==> src/rtl/mmc_launch_sequencer_if.sv <==
// Bus between the launch sequencer (initiator) and the control-register
// responder: single-cycle read/write strobes with registered address and data.
interface mmc_launch_sequencer_if #(
    parameter int WIDTH = 8
);
    logic [2:0]       address;
    logic             read;
    logic             write;
    logic [WIDTH-1:0] data_write;
    logic [WIDTH-1:0] data_read;

    modport master (
        output address, read, write, data_write,
        input  data_read
    );

    modport slave (
        input  address, read, write, data_write,
        output data_read
    );
endinterface

==> src/rtl/mmc_launch_sequencer.sv <==
// Kernel-launch initiator. It programs the core enables, writes start, polls
// the interrupt register (bounded by a timeout), clears it, waits out the
// responder's clear hold, then pulses done.
module mmc_launch_sequencer #(
    parameter int WIDTH      = 8,
    parameter int CORE_NUM   = 4,
    parameter int POLL_GAP   = 4,
    parameter int CLEAR_WAIT = 24,
    parameter int TIMEOUT    = 1023
) (
    input  logic                clk,
    input  logic                rst_n,
    input  logic                launch,
    input  logic [CORE_NUM-1:0] core_mask,
    output logic                busy,
    output logic                done,
    output logic                timeout_err,
    mmc_launch_sequencer_if.master bus
);
    localparam int TW = $clog2(TIMEOUT + 1);
    localparam int HW = $clog2(CLEAR_WAIT + 1);
    localparam int GW = (POLL_GAP > 1) ? $clog2(POLL_GAP) : 1;
    localparam int IW = (CORE_NUM > 1) ? $clog2(CORE_NUM) : 1;

    localparam logic [TW-1:0] TMAX     = TW'(TIMEOUT);
    localparam logic [GW-1:0] GAP_LAST = GW'((POLL_GAP > 0) ? POLL_GAP - 1 : 0);
    localparam logic [IW-1:0] IDX_LAST = IW'(CORE_NUM - 1);

    typedef enum logic [3:0] {
        S_IDLE, S_CFG, S_START, S_POLL_RD, S_POLL_WAIT, S_GAP, S_CLEAR, S_HOLD, S_DONE
    } state_t;

    state_t              state, state_nxt;
    logic [IW-1:0]       idx, idx_nxt;
    logic [TW-1:0]       tcnt, tcnt_nxt, tcnt_inc;
    logic [GW-1:0]       gcnt, gcnt_nxt;
    logic [HW-1:0]       hcnt, hcnt_nxt;
    logic [CORE_NUM-1:0] mask, mask_nxt;
    logic                terr_nxt, busy_nxt, done_nxt;
    logic                rd_nxt, wr_nxt;
    logic [2:0]          addr_nxt;
    logic [WIDTH-1:0]    wdata_nxt;

    // Next-state logic; bus outputs are derived from the next state so they
    // can be registered and line up with the state they belong to.
    always_comb begin
        state_nxt = state;
        idx_nxt   = idx;
        tcnt_nxt  = tcnt;
        gcnt_nxt  = gcnt;
        hcnt_nxt  = hcnt;
        mask_nxt  = mask;
        terr_nxt  = timeout_err;
        tcnt_inc  = (tcnt >= TMAX) ? tcnt : tcnt + TW'(1);

        case (state)
            S_IDLE: if (launch) begin
                mask_nxt  = core_mask;
                terr_nxt  = 1'b0;
                idx_nxt   = '0;
                state_nxt = S_CFG;
            end
            S_CFG: begin
                if (idx == IDX_LAST) state_nxt = S_START;
                else                 idx_nxt   = idx + IW'(1);
            end
            S_START: begin
                tcnt_nxt  = '0;
                state_nxt = S_POLL_RD;
            end
            S_POLL_RD: begin
                tcnt_nxt  = tcnt_inc;
                state_nxt = S_POLL_WAIT;
            end
            S_POLL_WAIT: begin
                tcnt_nxt = tcnt_inc;
                // A seen interrupt beats a simultaneous timeout.
                if (bus.data_read != '0) begin
                    state_nxt = S_CLEAR;
                end else if (tcnt >= TMAX) begin
                    terr_nxt  = 1'b1;
                    state_nxt = S_CLEAR;
                end else if (POLL_GAP > 0) begin
                    gcnt_nxt  = '0;
                    state_nxt = S_GAP;
                end else begin
                    state_nxt = S_POLL_RD;
                end
            end
            S_GAP: begin
                tcnt_nxt = tcnt_inc;
                if (gcnt == GAP_LAST) state_nxt = S_POLL_RD;
                else                  gcnt_nxt  = gcnt + GW'(1);
            end
            S_CLEAR: begin
                hcnt_nxt  = HW'(CLEAR_WAIT);
                state_nxt = S_HOLD;
            end
            S_HOLD: begin
                hcnt_nxt = hcnt - HW'(1);
                if (hcnt == HW'(1)) state_nxt = S_DONE;
            end
            S_DONE:  state_nxt = S_IDLE;
            default: state_nxt = S_IDLE;
        endcase

        rd_nxt    = 1'b0;
        wr_nxt    = 1'b0;
        addr_nxt  = '0;
        wdata_nxt = '0;
        case (state_nxt)
            S_CFG: begin
                wr_nxt    = 1'b1;
                addr_nxt  = 3'(idx_nxt) + 3'd2;
                wdata_nxt = WIDTH'(mask_nxt[idx_nxt]);
            end
            S_START: begin
                wr_nxt    = 1'b1;
                wdata_nxt = WIDTH'(1'b1);
            end
            S_POLL_RD: begin
                rd_nxt   = 1'b1;
                addr_nxt = 3'd1;
            end
            S_CLEAR: begin
                wr_nxt   = 1'b1;
                addr_nxt = 3'd1;
            end
            default: ;
        endcase

        busy_nxt = (state_nxt != S_IDLE) && (state_nxt != S_DONE);
        done_nxt = (state_nxt == S_DONE);
    end

    // State, counters and captured mask.
    always_ff @(posedge clk or negedge rst_n) begin
        if (!rst_n) begin
            state <= S_IDLE;
            idx   <= '0;
            tcnt  <= '0;
            gcnt  <= '0;
            hcnt  <= '0;
            mask  <= '0;
        end else begin
            state <= state_nxt;
            idx   <= idx_nxt;
            tcnt  <= tcnt_nxt;
            gcnt  <= gcnt_nxt;
            hcnt  <= hcnt_nxt;
            mask  <= mask_nxt;
        end
    end

    // Registered outputs: strobes, address and data move together.
    always_ff @(posedge clk or negedge rst_n) begin
        if (!rst_n) begin
            busy           <= 1'b0;
            done           <= 1'b0;
            timeout_err    <= 1'b0;
            bus.read       <= 1'b0;
            bus.write      <= 1'b0;
            bus.address    <= '0;
            bus.data_write <= '0;
        end else begin
            busy           <= busy_nxt;
            done           <= done_nxt;
            timeout_err    <= terr_nxt;
            bus.read       <= rd_nxt;
            bus.write      <= wr_nxt;
            bus.address    <= addr_nxt;
            bus.data_write <= wdata_nxt;
        end
    end
endmodule

==> src/flat_wrapper.sv <==
// flat-port wrapper written by rule: the top's interface ports become plain ports
module mmc_launch_sequencer_flat 
#(
    parameter int WIDTH      = 8,
    parameter int CORE_NUM   = 4,
    parameter int POLL_GAP   = 4,
    parameter int CLEAR_WAIT = 24,
    parameter int TIMEOUT    = 1023
)
  (clk, rst_n, launch, core_mask, busy, done, timeout_err, bus_address, bus_read, bus_write, bus_data_write, bus_data_read);
  mmc_launch_sequencer_if #(.WIDTH(WIDTH)) bus_i ();
  input  logic clk;
  input  logic rst_n;
  input  logic launch;
  input  logic [CORE_NUM-1:0] core_mask;
  output logic busy;
  output logic done;
  output logic timeout_err;
  output wire logic [$bits(bus_i.address)-1:0] bus_address;
  output wire logic [$bits(bus_i.read)-1:0] bus_read;
  output wire logic [$bits(bus_i.write)-1:0] bus_write;
  output wire logic [$bits(bus_i.data_write)-1:0] bus_data_write;
  input wire logic [$bits(bus_i.data_read)-1:0] bus_data_read;
  assign bus_address = bus_i.address;
  assign bus_read = bus_i.read;
  assign bus_write = bus_i.write;
  assign bus_data_write = bus_i.data_write;
  assign bus_i.data_read = bus_data_read;
  mmc_launch_sequencer #(.WIDTH(WIDTH), .CORE_NUM(CORE_NUM), .POLL_GAP(POLL_GAP), .CLEAR_WAIT(CLEAR_WAIT), .TIMEOUT(TIMEOUT)) u_core (.clk(clk), .rst_n(rst_n), .launch(launch), .core_mask(core_mask), .busy(busy), .done(done), .timeout_err(timeout_err), .bus(bus_i));
endmodule
==> config.mk <==
export PLATFORM = sky130hd
export DESIGN_NAME = mmc_launch_sequencer_flat
export DESIGN_NICKNAME = d
export VERILOG_FILES = /design/src/rtl/mmc_launch_sequencer_if.sv /design/src/rtl/mmc_launch_sequencer.sv /design/src/flat_wrapper.sv
export SDC_FILE = /design/constraint.sdc
export NUM_CORES = 1
export LEC_CHECK = 0
export CAP_MARGIN = 5
export CORE_UTILIZATION = 63
export CTS_CLUSTER_SIZE = 12
export DETAILED_ROUTE_END_ITERATION = 7
export DONT_BUFFER_PORTS = 1
export PLACE_DENSITY_LB_ADDON = 0.08
export SLEW_MARGIN = 25
export SYNTH_ARGS = -nofsm -noshare
export SYNTH_HDL_FRONTEND = slang
export SYNTH_SLANG_ARGS = --single-unit
==> constraint.sdc <==
create_clock -name clk -period 2.1 [get_ports clk]
set_input_delay 0.42 -clock clk [delete_from_list [all_inputs] [get_ports clk]]
set_output_delay 0.42 -clock clk [all_outputs]
set_load 0.1 [all_outputs]
==> results of run 1 <==
-- cells in the mapped netlist (2+ instances only) --
cell	count
dfrtp_1	36
nand2_1	20
a21oi_1	12
nor2_1	11
o21ai_0	10
buf_4	9
nand3_1	9
mux2i_1	8
clkbuf_1	5
nand2b_1	5
a21o_1	4
a31oi_1	4
ha_1	4
inv_1	4
mux2_2	4
nor2b_1	4
o21ai_1	4
or3_1	4
or4b_1	4
buf_2	3
nand3b_1	3
nand4b_1	3
nor3_2	3
o211ai_1	3
or4_1	3
nand3b_4	2
nor4_1	2
o31ai_1	2
or3b_1	2
-- power groups by stage --
stage               clock, mW  combinational (mW)  sequential, mW
finish                  0.479                1.50            1.23
detailed placement          0                1.47            1.24
global placement            0                1.42            1.21
global route            0.518                1.65            1.27
CTS                     0.491                1.49            1.22
floorplan                   0                1.08            1.36
-- per-layer routing --
metal / routed length, µm / vias to the layer above / global-route usage, %
li1: - / 784 / -
met1: 1730 / 781 / 34.97
met3: 190 / 10 / 7.576
met5: 0 / - / 0
met2: 2073 / 55 / 43.02
met4: 70 / 0 / 8.970
-- stage by stage --
step / utilization [%] / power [mW] / worst slack (ns) / std cells
finish: 73.51 / 3.205 / 0.1792 / 266
global route: 73.51 / 3.446 / 0.06969 / 266
CTS: 73.47 / 3.206 / 0.1350 / 266
detailed placement: 70.04 / 2.703 / 0.1639 / 256
global placement: 70.04 / 2.630 / 0.2097 / 256
floorplan: - / 2.443 / 0.4224 / 215
-- cells by family after synthesis --
family,after synthesis
AOI/OAI and AO/OA,50
adders and majority gates,4
DFF,36
and+or+nand+nor,84
muxes,12
buffers and inverters,22
other,1
-- what timing repair did --
| action | 4_1_cts | 5_1_grt |
|---|---|---|
| endpoints found under the setup margin | 0 | 2 |
| hold buffers | 2 | 0 |
| hold endpoints to repair | 36 | 0 |
| gates resized for setup | 0 | 1 |
-- path summary, 6_finish.rpt --
check | end | slack, ns | cells past startpoint
setup / recovery | u_core.busy | 0.18 | 4
hold / removal | u_core.mask[0] | 0.22 | 1
setup reg to reg | u_core.busy | 0.18 | 4
hold reg to reg | u_core.tcnt[6] | 0.49 | 1
max in group asynchronous | u_core.state[0] | 1.38 | 2
min in group asynchronous | u_core.done | 0.53 | 2
-- registers in the layout, summed over array words and instances, names as in the netlist --
name and flops:
u_core.bus.read 1, u_core.gcnt 2, u_core.done 1, u_core.bus.data_write 1, u_core.state 4, u_core.mask 4
u_core.bus.write 1, u_core.timeout_err 1, u_core.idx 2, u_core.bus.address 3, u_core.hcnt 5, u_core.busy 1
u_core.tcnt 10
-- critical path, delay by kind of cell (launching register included) --
kind	cells	cell delay (ns)
AND/OR/NAND/NOR	3	0.85
flip-flops	1	0.65
AO/OA/AOI/OAI	1	0.30
-- layout by cell type, fill, tap and decap left out, types with 2 or more instances in the layout --
cell / Yosys / final
nand3b_4: 2 / 2
nor3_2: 3 / 3
buf_4: 9 / 15
or3b_1: 2 / 2
or3_1: 4 / 4
nand3_1: 9 / 9
a31oi_1: 4 / 4
ha_1: 4 / 4
o21ai_0: 10 / 10
o21ai_1: 4 / 4
nand2b_1: 5 / 5
a21oi_1: 12 / 12
inv_1: 4 / 4
clkbuf_4: 0 / 5
or4b_1: 4 / 4
nand4b_1: 3 / 3
nor4_1: 2 / 2
nor2_1: 11 / 11
a21o_1: 4 / 4
o31ai_1: 2 / 2
mux2i_1: 8 / 8
mux2_2: 4 / 4
or4_1: 3 / 3
o211ai_1: 3 / 3
dfrtp_1: 36 / 35
nand3b_1: 3 / 3
nor2b_1: 4 / 4
nand2_1: 20 / 20
conb_1: 1 / 7
-- layout make-up --
| class | count | area, µm² |
|---|---|---|
| Multi-Input combinational cell | 157 | 1090 |
| Sequential cell | 36 | 902.1 |
| Clock buffer | 6 | 41.29 |
| Timing Repair Buffer | 17 | 142.6 |
| Tap cell | 44 | 55.05 |
| Clock inverter | 2 | 35.03 |
| Inverter | 4 | 15.01 |
| Fill cell | 231 | 822.0 |
==> summary.md, run 1 <==
| Metric | Value |
|---|---|
| Avg WL per Cell | 15.28 µm |
| CTS H-tree depth | 2 |
| Part of the power in the clock network | between 10% and 20% |
| Setup_tns | 0 ns |
| Register share of total power | 38.3% |
| Peak supply drop | 0.7649 mV |
| Number of synthesized flops with an enable pin | 0 |
| Largest family of logic cells by synthesized area | simple AND/OR/NAND/NOR gates |
| Crit path launch | u_core.state[1] |
| Clk buf depth | 2 |
| Vias per cell | roughly 6.1 |
| Ports | 31 |
| Routability-driven placement congestion ratio | 0.8206 |
| Post-synth top area share | 42.99% |
| Grt ovf | 0 |
| Power Dens Cells | 1405 mW/mm² |
| Final hold vios | 0 |
| Min-Delay Path Class | in -> reg |
| Static leakage | 1.058 nW |
| Simple logic cell fraction of the synthesized area | 25.73% |
| 1st-iter DRT viols | 77 |
| Crit. End Element | flop |
| Post-Route WL | between 4000 and 5000 µm |
| Final setup viols | 0 |
| Relative slew slack | 65.58% |
| Period Utilization, post-route | 91.47% |
| CTS buffer count | 5 |
| Post-route cell area | 0.002281 mm² |
| Worst clock skew | 0.005563 ns |
| # Post-CTS Setup Buffers | 0 |
| Fraction of layout cells with a size suffix above 1 | 17.57% |
| Mean post-synth cell area | 10.03 µm² |
| Top_reg_cell synth | dfrtp_1 |
| Crit Path Class | reg -> reg |
| Num rows | 20 |
| Crit path required time | around 2.3 ns |
| Fin crit period | 1.921 ns |
| FF+latch count, synth | 36 |
| Hpwl dp | just under 3000 µm |
| Switching power | roughly 1.5 mW |
| Worst-Margin Slew | 0.5136 ns |
| Combinational Power Share | 46.7% |
| Die footprint | roughly 0.0036 mm² |
| HP Start | core_mask[0] |
| Total number of vias | 1630 |
| Yosys top cell by area | dfrtp_1 |
| Critical Path AT | roughly 2.1 ns |
| Netlist cell types | 51 |
| Clk_lat worst skew | 0.34 ns |
| Status | finished, final reports clean |
| Layout area overhead | 8.836% |
| Crit path max fanout | 16 |
| RSZ-0062 raised after global routing | no |
| I/O Buffers | 0 |
| Syn. warnings | 0 |
| Async SR Flop Fraction | 100.0% |
| Synthesized area | 0.002096 mm² |
| Area post-placement | between 0.002 and 0.0025 mm² |
| Synth Area in Compound Gates | between 10% and 20% |
| Mux contribution to synthesized area | 5.970% |
| First-pass GRT wire length | 7017 µm |
| Diodes inserted | 0 |
| DRC viols | 0 |
| TritonCTS clock tree | done |
| Critical path cell sequence | nor3_2, nor2b_1, a211oi_2, or4b_1 |
| Router iterations before antenna repair | 4 |
| Synth Instances | 209 |
| Vias in the first global route | 1541 |
| Largest net degree at the start of global routing | 37 |
| F_max | 520.6 MHz |
| Core ar. | 0.003103 mm² |
| Sw Share | 45.56% |
| Critical Path Source Type | flop |
| Top post-synthesis cells by area | dfrtp_1 43%, mux2i_1 3.8%, nand2_1 3.6% |
| Routed Antenna Nets | 0 |
| Root Driver | clkbuf_4 |
| WHS | 0.2232 ns |
| Die Wd | 59.68 µm |
| Initial Util | 67.54% |
| Max Cap Violations | 0 |
| Adder-cell share of the synthesized area | approximately 2.4% |
| GRT Total Usage | 26.85% |
| Fin nets | 240 |
| Internal | roughly 1.7 mW |
| Worst-path clk slew | 0.11 ns |
| Slowest CP cell | dfrtp_1 |
| Die height | between 50 and 60 µm |
| Worst r2r src | u_core.state[1] |
| Post-synthesis sequential area ratio | 42.99% |
| Clock sink count | 36 |
| Antenna violations before repair | 0 |
| Final-report max-slew violation count | 0 |
| Critical Path Max Stage Delay | 0.65 ns |
| Synth Area in XOR/XNOR | 0% |
No activity file was read; power rests on OpenSTA's default activity.
==> inputs of run 2 (changes only) <==
- CORE_MARGIN: default -> 2
==> summary.md, run 2 (synthesis gave the netlist of run 1 again) <==
| Metric | Value |
|---|---|
| GRT Total Usage | 26.17% (was 26.85%) |
| DP Cell Count | 257 (was 256) |
| Worst clock skew | 0.006304 ns (was 0.005563 ns) |
| Slowest CP cell | dfrtp_1 (unchanged) |
| Worst-path clk slew | 0.11 ns (about the same) |
| Max Cap Violations | 0 (unchanged) |
| Worst r2r src | u_core.state[1] (unchanged) |
| Period Utilization, post-route | 90.60% (was 91.47%) |
| Diodes inserted | 0 (unchanged) |
| Antenna violations before repair | 0 (unchanged) |
| Setup_tns | 0 ns (unchanged) |
| Routed Antenna Nets | 0 (unchanged) |
| Num rows | 20 (unchanged) |
| Crit path max fanout | 16 (unchanged) |
| I/O Buffers | 0 (unchanged) |
| # fillers | 212 (was 231) |
| Fin crit period | 1.903 ns (was 1.921 ns) |
| Crit Path Class | reg -> reg (unchanged) |
| RSZ-0062 raised after global routing | no (unchanged) |
| Crit path required time | 2.32 ns (about the same) |
| Area post-placement | 0.002181 mm² (was 0.002173 mm²) |
| Fin nets | 241 (was 240) |
| Avg WL per Cell | 16.05 µm (was 15.28 µm) |
| Vias per cell | 6.161 (was 6.128) |
| Total number of vias | 1645 (was 1630) |
| FF-to-FF path depth | 4 (unchanged) |
| Routability-driven placement congestion ratio | 0.8138 (was 0.8206) |
| Final hold vios | 0 (unchanged) |
| Clock sink count | 36 (unchanged) |
| R2R setup slack | 0.20 ns (was 0.18 ns) |
| Top reg by flops | u_core.tcnt (unchanged) |
| Final WS setup | 0.1975 ns (was 0.1792 ns) |
| Grt ovf | 0 (unchanged) |
| Critical Path Source Type | flop (unchanged) |
| Post-route cell area | 0.002307 mm² (was 0.002281 mm²) |
| Clk buf depth | 2 (unchanged) |
| Clk_lat worst skew | 0.34 ns (about the same) |
| F_max | 525.6 MHz (was 520.6 MHz) |
| CTS H-tree depth | 2 (unchanged) |
| Layout area overhead | 10.09% (was 8.836%) |
| Crit. End Element | flop (unchanged) |
| Post-Route WL | 4286 µm (was 4064 µm) |
| Fraction of layout cells with a size suffix above 1 | 18.39% (was 17.57%) |
| Ports | 31 (unchanged) |
| Critical Path AT | 2.13 ns (was 2.14 ns) |
| Critical path cell sequence | nor3_2, nor2b_1, a211oi_2, or4b_1 (unchanged) |
| Die footprint | 0.003804 mm² (was 0.003561 mm²) |
| Die Wd | 61.68 µm (was 59.68 µm) |
| Root Driver | clkbuf_4 (unchanged) |
| 1st-iter DRT viols | 192 (was 77) |
| Place WS | 0.1606 ns (was 0.1639 ns) |
| Final-report max-slew violation count | 0 (unchanged) |
| Final core utilization | 74.35% (was 73.51%) |
| Post-route insts no fill | 267 (was 266) |
| Most common cell after layout, fill and taps aside | dfrtp_1 (unchanged) |
| Min-Delay Path Class | in -> reg (unchanged) |
| Final setup viols | 0 (unchanged) |
| Status | finished, final reports clean (unchanged) |
| FF-to-FF End | u_core.busy (unchanged) |
| Largest net degree at the start of global routing | 37 (unchanged) |
| Die height | 61.68 µm (was 59.68 µm) |
| Peak supply drop | 0.5916 mV (was 0.7649 mV) |
| HP Start | core_mask[3] (was core_mask[0]) |
| Core ar. | 0.003103 mm² (unchanged) |
| Router iterations before antenna repair | 4 (unchanged) |
| Max reg flops | 10 (unchanged) |
| Most frequent cells in the layout | 35 x dfrtp_1, 20 x nand2_1, 16 x buf_4, 12 x a21oi_1, 11 x nor2_1 (was 35 x dfrtp_1, 20 x nand2_1, 15 x buf_4, 12 x a21oi_1, 11 x nor2_1) |
| CTS buffer count | 5 (unchanged) |
| Hold path cells | 1 (unchanged) |
| Static leakage | 1.072 nW (was 1.058 nW) |
| Regs by FF count | u_core.tcnt: 10 flops, u_core.hcnt: 5 flops (unchanged) |
| DRC viols | 0 (unchanged) |
| Initial Util | 67.54% (unchanged) |
| Critical Path Max Stage Delay | 0.66 ns (was 0.65 ns) |
| Hold Path Sink | u_core.mask[3] (was u_core.mask[0]) |
| TritonCTS clock tree | done (unchanged) |
| Hpwl dp | 3050 µm (was 2907 µm) |
| Vias in the first global route | 1635 (was 1541) |
| Power Dens Cells | 1421 mW/mm² (was 1405 mW/mm²) |
| First-pass GRT wire length | 7231 µm (was 7017 µm) |
## run 2: cell count changes in the layout (fill, tap and decap cells not counted), sizes merged
cell    previous run  this run
clkinv             1         0
clkbuf             6         7
buf               16        17
## run 2: what timing repair did
action,CTS,global route
hold buffers,2,0
hold endpoints to repair,36,0
buffers inserted,0,0
resized for setup,0,1
endpoints found under the setup margin,0,2
## run 2: worst max-delay path: cells and delay by family, from the launching register on
kind,cells,cell delay (ns)
flip-flops,1,0.66
AND/OR/NAND/NOR,3,0.84
AO/OA/AOI/OAI,1,0.29
## run 2: worst max path at each step
stage | slack [ns] | startpoint | to
6_report | 0.20 | u_core.state[1] | u_core.busy
5_1_grt | 0.08 | u_core.state[1] | u_core.busy
2_1_floorplan | 0.42 | u_core.state[3] | u_core.bus.write
3_3_place_gp | 0.22 | u_core.state[0] | u_core.bus.address[0]
4_1_cts | 0.11 | u_core.state[0] | u_core.busy
3_5_place_dp | 0.16 | u_core.state[0] | u_core.busy
## run 2: area by class of cell
| type | count | area [µm²] | area share, % |
|---|---|---|---|
| Tap cell | 44 | 55.05 | 2.386 |
| Multi-Input combinational cell | 157 | 1090 | 47.23 |
| Sequential cell | 36 | 902.1 | 39.10 |
| Inverter | 4 | 15.01 | 0.6508 |
| Clock buffer | 7 | 65.06 | 2.820 |
| Clock inverter | 1 | 30.03 | 1.302 |
| Timing Repair Buffer | 18 | 150.1 | 6.508 |
## run 2: report_power, final
part / total [mW] / internal [mW] / switching, mW
logic: 1.51 / 0.566 / 0.939
clock network: 0.542 / 0.316 / 0.226
registers: 1.23 / 0.928 / 0.302
total: 3.28 / 1.81 / 1.47
## run 2: per-stage QoR
stage / power (mW) / hold WS [ns]
after floorplan: 2.443 / 0.1244
after global placement: 2.629 / 0.1251
after detailed placement: 2.703 / 0.1254
after CTS: 3.278 / 0.2120
after global routing: 3.532 / 0.1988
final: 3.278 / 0.2213
## run 2: layer usage
layer	vias to the layer above	global-route usage (%)	wire, µm
met3	6	6.933	205
li1	783	-	-
met4	0	12.77	49
met5	-	0	0
met1	802	30.28	1753
met2	54	44.66	2278
==> inputs of run 3 (changes only) <==
- ABC_CLOCK_PERIOD_IN_PS: default -> 2100
- SKIP_LAST_GASP: default -> 1
==> results of run 3 <==
Same layout as run 2: the final DEF is identical, and so are final timing and power.
